`src/rtl/mips_pkg.sv`:
```
// Shared types and constants for the MIPS fetch front end.
package mips_pkg;

  localparam int XLEN   = 32;
  localparam int IMM_W  = 16;
  localparam int JIDX_W = 26;

  localparam logic [XLEN-1:0] RESET_PC_DEF = 32'h0000_0000;

  typedef enum logic [1:0] {
    IDLE,
    FETCH,
    VALID
  } fetch_state_t;

endpackage

```
`src/rtl/pc_next.sv`:
```
// Next-PC select: jump over branch over sequential.
// Misaligned branch targets are forced to word alignment.
module pc_next
  import mips_pkg::*;
(
  input  logic [XLEN-1:0]   pc_plus4,
  input  logic              jump,
  input  logic [JIDX_W-1:0] jump_index,
  input  logic              branch_taken,
  input  logic [XLEN-1:0]   branch_target,
  output logic [XLEN-1:0]   next_pc,
  output logic              misaligned
);

  always_comb begin
    next_pc    = pc_plus4;
    misaligned = 1'b0;
    priority case (1'b1)
      jump: begin
        next_pc = {pc_plus4[31:28], jump_index, 2'b00};
      end
      branch_taken: begin
        next_pc    = {branch_target[31:2], 2'b00};
        misaligned = |branch_target[1:0];
      end
      default: ;
    endcase
  end

endmodule

```
`src/rtl/instr_fetch.sv`:
```
// Instruction fetch stage: IDLE/FETCH/VALID handshake with imem,
// holding instr under stall and redirecting on the consume edge.
module instr_fetch
  import mips_pkg::*;
#(
  parameter logic [XLEN-1:0] RESET_PC = RESET_PC_DEF
) (
  input  logic              clk,
  input  logic              rst,
  output logic              imem_req,
  output logic [XLEN-1:0]   imem_addr,
  input  logic              imem_ack,
  input  logic [XLEN-1:0]   imem_rdata,
  input  logic              stall,
  input  logic              branch_taken,
  input  logic [XLEN-1:0]   branch_target,
  input  logic              jump,
  input  logic [JIDX_W-1:0] jump_index,
  output logic [XLEN-1:0]   instr,
  output logic              instr_valid,
  output logic [IMM_W-1:0]  imm16,
  output logic [XLEN-1:0]   pc,
  output logic [XLEN-1:0]   pc_plus4,
  output logic              align_err
);

  fetch_state_t    state_q, state_d;
  logic [XLEN-1:0] pc_q, pc_d;
  logic [XLEN-1:0] instr_q, instr_d;
  logic            align_q, align_d;
  logic [XLEN-1:0] next_pc;
  logic            misaligned;

  assign pc_plus4 = pc_q + 32'd4;

  pc_next u_pc_next (
    .pc_plus4      (pc_plus4),
    .jump          (jump),
    .jump_index    (jump_index),
    .branch_taken  (branch_taken),
    .branch_target (branch_target),
    .next_pc       (next_pc),
    .misaligned    (misaligned)
  );

  always_comb begin
    state_d = state_q;
    pc_d    = pc_q;
    instr_d = instr_q;
    align_d = 1'b0;
    unique case (state_q)
      IDLE: state_d = FETCH;
      FETCH: begin
        if (imem_ack) begin
          instr_d = imem_rdata;
          state_d = VALID;
        end
      end
      VALID: begin
        // redirect inputs matter only on the consume edge
        if (!stall) begin
          pc_d    = next_pc;
          align_d = misaligned;
          state_d = FETCH;
        end
      end
      default: state_d = IDLE;
    endcase
  end

  always_ff @(posedge clk or negedge rst) begin
    if (!rst) begin
      state_q <= IDLE;
      pc_q    <= RESET_PC;
      instr_q <= '0;
      align_q <= 1'b0;
    end else begin
      state_q <= state_d;
      pc_q    <= pc_d;
      instr_q <= instr_d;
      align_q <= align_d;
    end
  end

  assign imem_req    = (state_q == FETCH);
  assign imem_addr   = pc_q;
  assign instr_valid = (state_q == VALID);
  assign instr       = instr_q;
  assign imm16       = instr_q[IMM_W-1:0];
  assign pc          = pc_q;
  assign align_err   = align_q;

endmodule

```
`config.mk`:
```
export PLATFORM = sky130hd
export DESIGN_NAME = instr_fetch
export DESIGN_NICKNAME = d
export VERILOG_FILES = /design/src/rtl/mips_pkg.sv /design/src/rtl/pc_next.sv /design/src/rtl/instr_fetch.sv
export SDC_FILE = /design/constraint.sdc
export NUM_CORES = 1
export LEC_CHECK = 0
export ABC_AREA = 1
export BUFFER_PORTS_ARGS = -buffer_cell sky130_fd_sc_hd__buf_2
export CORE_ASPECT_RATIO = 1.25
export CORE_MARGIN = 5
export CORE_UTILIZATION = 49
export CTS_CLUSTER_DIAMETER = 100
export DETAILED_ROUTE_END_ITERATION = 16
export PLACE_DENSITY = 0.87
export SKIP_CTS_REPAIR_TIMING = 1
export SLEW_MARGIN = 20
export SYNTH_ARGS = -nofsm -noshare
export SYNTH_HDL_FRONTEND = slang
export SYNTH_HIERARCHICAL = 1
export SYNTH_SLANG_ARGS = --single-unit
```
`constraint.sdc`:
```
create_clock -name clk -period 3.1 [get_ports clk]
set_clock_uncertainty 0.15 [all_clocks]
set_input_delay 0.62 -clock clk [delete_from_list [all_inputs] [get_ports clk]]
set_output_delay 0.62 -clock clk [all_outputs]
set_load 0.05 [all_outputs]
```
# After elaboration in Yosys (flattened, before gate mapping)
# Cells that the tools add are included.
# word_totals
reg_bits	67
output_inout_bits	147
# classes
add_sub_neg	1
n_eq_ne	4
mux	9
bitwise_logic	1
n_reduce_logical	5
# ops
op	n
$mux W32	2
$add A32 B3 Y32 const B	1
$pmux W2 S3	1
$reduce_and A2 Y1	3
$mux W1	4
$mux W2	2
$eq A2 B1 Y1 const B	1
$eq A2 B2 Y1 const B	1
$logic_not A2 Y1	1
$ne A2 B1 Y1 const B	1
$ne A2 B2 Y1 const B	1
$reduce_or A2 Y1	1
$not A1 Y1	1

# Longest topological paths before layout
# depth
depth_word	5
mapped_depth	12
mapped_depth_nobuf	12

# Modules after synthesis
# The synthesis kept the hierarchy.
# modules_own_cells
module	n_inst	cells_per_inst	area_each_um2
instr_fetch	1	505	3849.9
pc_next	1	137	634.4

# Least setup slack after synthesis
# OpenSTA, ideal clock, no wires.
# synth_timing
kind	reg-to-output
startpoint	register pc_q[2] (netlist: imem_addr[2])
endpoint	output pc_plus4[15]
arrival_time_ns	2.356
path_slack_ns	-0.026
stages_incl_launch_ff	6
path_buffers	0
cell_sequence	dfrtp_1 > inv_1 > nor2_8 > nand2_4 > nor2_4 > xor2_1
# synth_between
elab_chain_cells	1
# synth_rtl
item	line	rtl
start: declaration	instr_fetch.sv:28	logic [XLEN-1:0] pc_q, pc_d;
start signal: assignment	instr_fetch.sv:79	pc_q <= pc_d;
$add A32 B3 Y32	instr_fetch.sv:34	assign pc_plus4 = pc_q + 32'd4;
end: declaration	instr_fetch.sv:23	output logic [XLEN-1:0] pc_plus4,
# Every way passes these cells.

# Final worst setup path
# layout_timing
startpoint	register pc_q[3] (netlist: imem_addr[3])
endpoint	output pc_plus4[12]
# The elaborated chain is that of the path after synthesis.

==> out/metrics.csv <==
metric,value,unit
first-pass GRT wire length,21.3,mm
Final min period,2.86,ns
unrepaired setup endpoints after global routing,no,
CTS H-tree depth,3,
sequential area share after synthesis,37.4,%
Min-Delay Path Class,input pin to async pin,
crit path DAT,2.09,ns
Setup crit end kind,primary output,
Post-Syn Area,4480,um^2
Min Hold Slack,0.196,ns
hpwl dp,10.4,mm
final worst slack,0.241,ns
CP most frequent cell,nor2_2,
MaxCap Viol Count,0,
largest net degree at the start of global routing,41,
routed wire length,13.9,mm
CTS Buf Count,9,
status,"complete, no violations",
IO buf count,242,
# IOs,243,
clk sinks,67,
Initial Util,49.7,%
# nets final,921,
post-synthesis sequential element count,67,
maximum clock frequency,0.350,GHz
Chip Height,117,um
CP max stage delay,0.41,ns
P&R area growth vs syn,26.5,%
clk root buf,clkbuf_16,
syn_nets,739,
fraction of layout cells with a size suffix above 1,35.1,%
router iterations before antenna repair,6,
grt total ovfl,0,
crit start category,register,
std cell rows,39,
CTS tree,built,
vias in the first global route,4307,
max-slew violations,0,
clock tree buffer depth,2,
total number of vias,4691,
worst slew pin tran,0.723,ns
worst-path fanout max,5,
final hold violation count,0,
fin area,5670,um^2
die span in x,95.6,um
CP Class,register to primary output,
placed instance area,5400,um^2
cells after synthesis,642,
DRC viols,0,
Routed Antenna Nets,0,
final setup TNS,0,ns
final setup vio count,0,
Worst-path clk slew,0.06,ns
fin crit share,92.2,%
drt via density,4.93,
initial antenna violation count,0,
pre-CTS setup slack,0.601,ns
mean post-synth cell area,6.98,um^2
required time worst endpoint,2.33,ns
Synth Warn #,6,
GP Congestion,0.883,
initial DRC count,288,
gr usage total,24.3,%
Slowest cell on crit path,dfrtp_1,
most frequent cells in the layout,"nand2_1, buf_2, nand3_1",
Antenna Cells,0,
core area,9030,um^2
"leading cell type in the layout, fill and taps excluded",nand2_1,
DR WL/cell,14.6,um
Worst-Skew Late Latency,0.33,ns
Rel. slew slack,51.8,%
Cell variety after synth,25,
CP cell instances,"ha_1, nand2_1, nor2_2, nand2_2, nor2_2, xor2_1, buf_2",
Die ar.,11200,um^2
-- layer usage --
| layer | vias to the layer above | track usage, % | part of all wire, % |
|---|---|---|---|
| met3 | 20 | 3.39 | 6.8 |
| met4 | 0 | 8.44 | 1.7 |
| met2 | 182 | 43.0 | 52 |
| met1 | 2142 | 30.2 | 40 |
| li1 | 2347 | - | - |
| met5 | - | 0 | 0 |
-- cells by family after synthesis --
family                   Yosys count  synth area share [%]
AO/OA/AOI/OAI                     11                  1.26
XOR/XNOR                          15                  3.10
adder cells (fa/ha/maj)            1                 0.279
buffers and inverters             99                  13.8
flip-flops                        67                  37.4
AND/OR/NAND/NOR                  449                  44.2
-- cells in the mapped netlist (all sizes together) --
cell	n	area [um^2]
buf	73	522
clkbuf	5	18.8
nand2	266	1020
a21oi	8	40.0
nand3b	8	60.1
o21ai	2	10.0
o22ai	1	6.26
inv	21	78.8
nor2	58	310
dfrtp	67	1680
and2	3	18.8
xnor2	5	43.8
nand3	114	571
ha	1	12.5
xor2	10	95.1
-- metrics by stage --
step	std cells	utilization [%]
2_1_floorplan	642	-
3_3_place_gp	936	59.8
3_5_place_dp	936	59.8
4_1_cts	952	62.8
5_1_grt	952	62.8
6_report	952	62.8
-- state kept, by name (all words and copies together) (netlist names) --
name / flops
align_err: 1
imem_addr: 32
instr: 32
state_q: 2
-- final timing paths --
kind,startpoint,to,slack (ns),cells after the start
min reg2reg,instr[25]$_DFFE_PN0P_,instr[25]$_DFFE_PN0P_,0.32,2
min in group clk,instr[25]$_DFFE_PN0P_,instr[25]$_DFFE_PN0P_,0.32,2
max reg2reg,imem_addr[3]$_DFFE_PN0P_,imem_addr[20]$_DFFE_PN0P_,1.08,12
min,rst,imem_addr[25]$_DFFE_PN0P_,0.20,1
max,imem_addr[3]$_DFFE_PN0P_,pc_plus4[12],0.24,7
max in group asynchronous,rst,align_err$_DFF_PN0_,1.95,2
-- layout make-up --
cell class / instances / area, um^2
Timing Repair Buffer: 249 / 1280
Fill cell: 855 / 3350
Inverter: 21 / 78.8
Sequential cell: 67 / 1680
Clock buffer: 9 / 225
Clock inverter: 7 / 51.3
Multi-Input combinational cell: 476 / 2210
Tap cell: 123 / 154
-- critical path, delay by kind of cell (launching register included) --
family / cells / cell delay (ns)
AND/OR/NAND/NOR: 4 / 0.53
adder cells (fa/ha/maj): 1 / 0.23
flip-flops: 1 / 0.41
XOR/XNOR: 1 / 0.27
buffers and inverters: 1 / 0.32
Power is not shown: default switching activity piles up to over one toggle a cycle in this logic, so the estimate is an artifact.
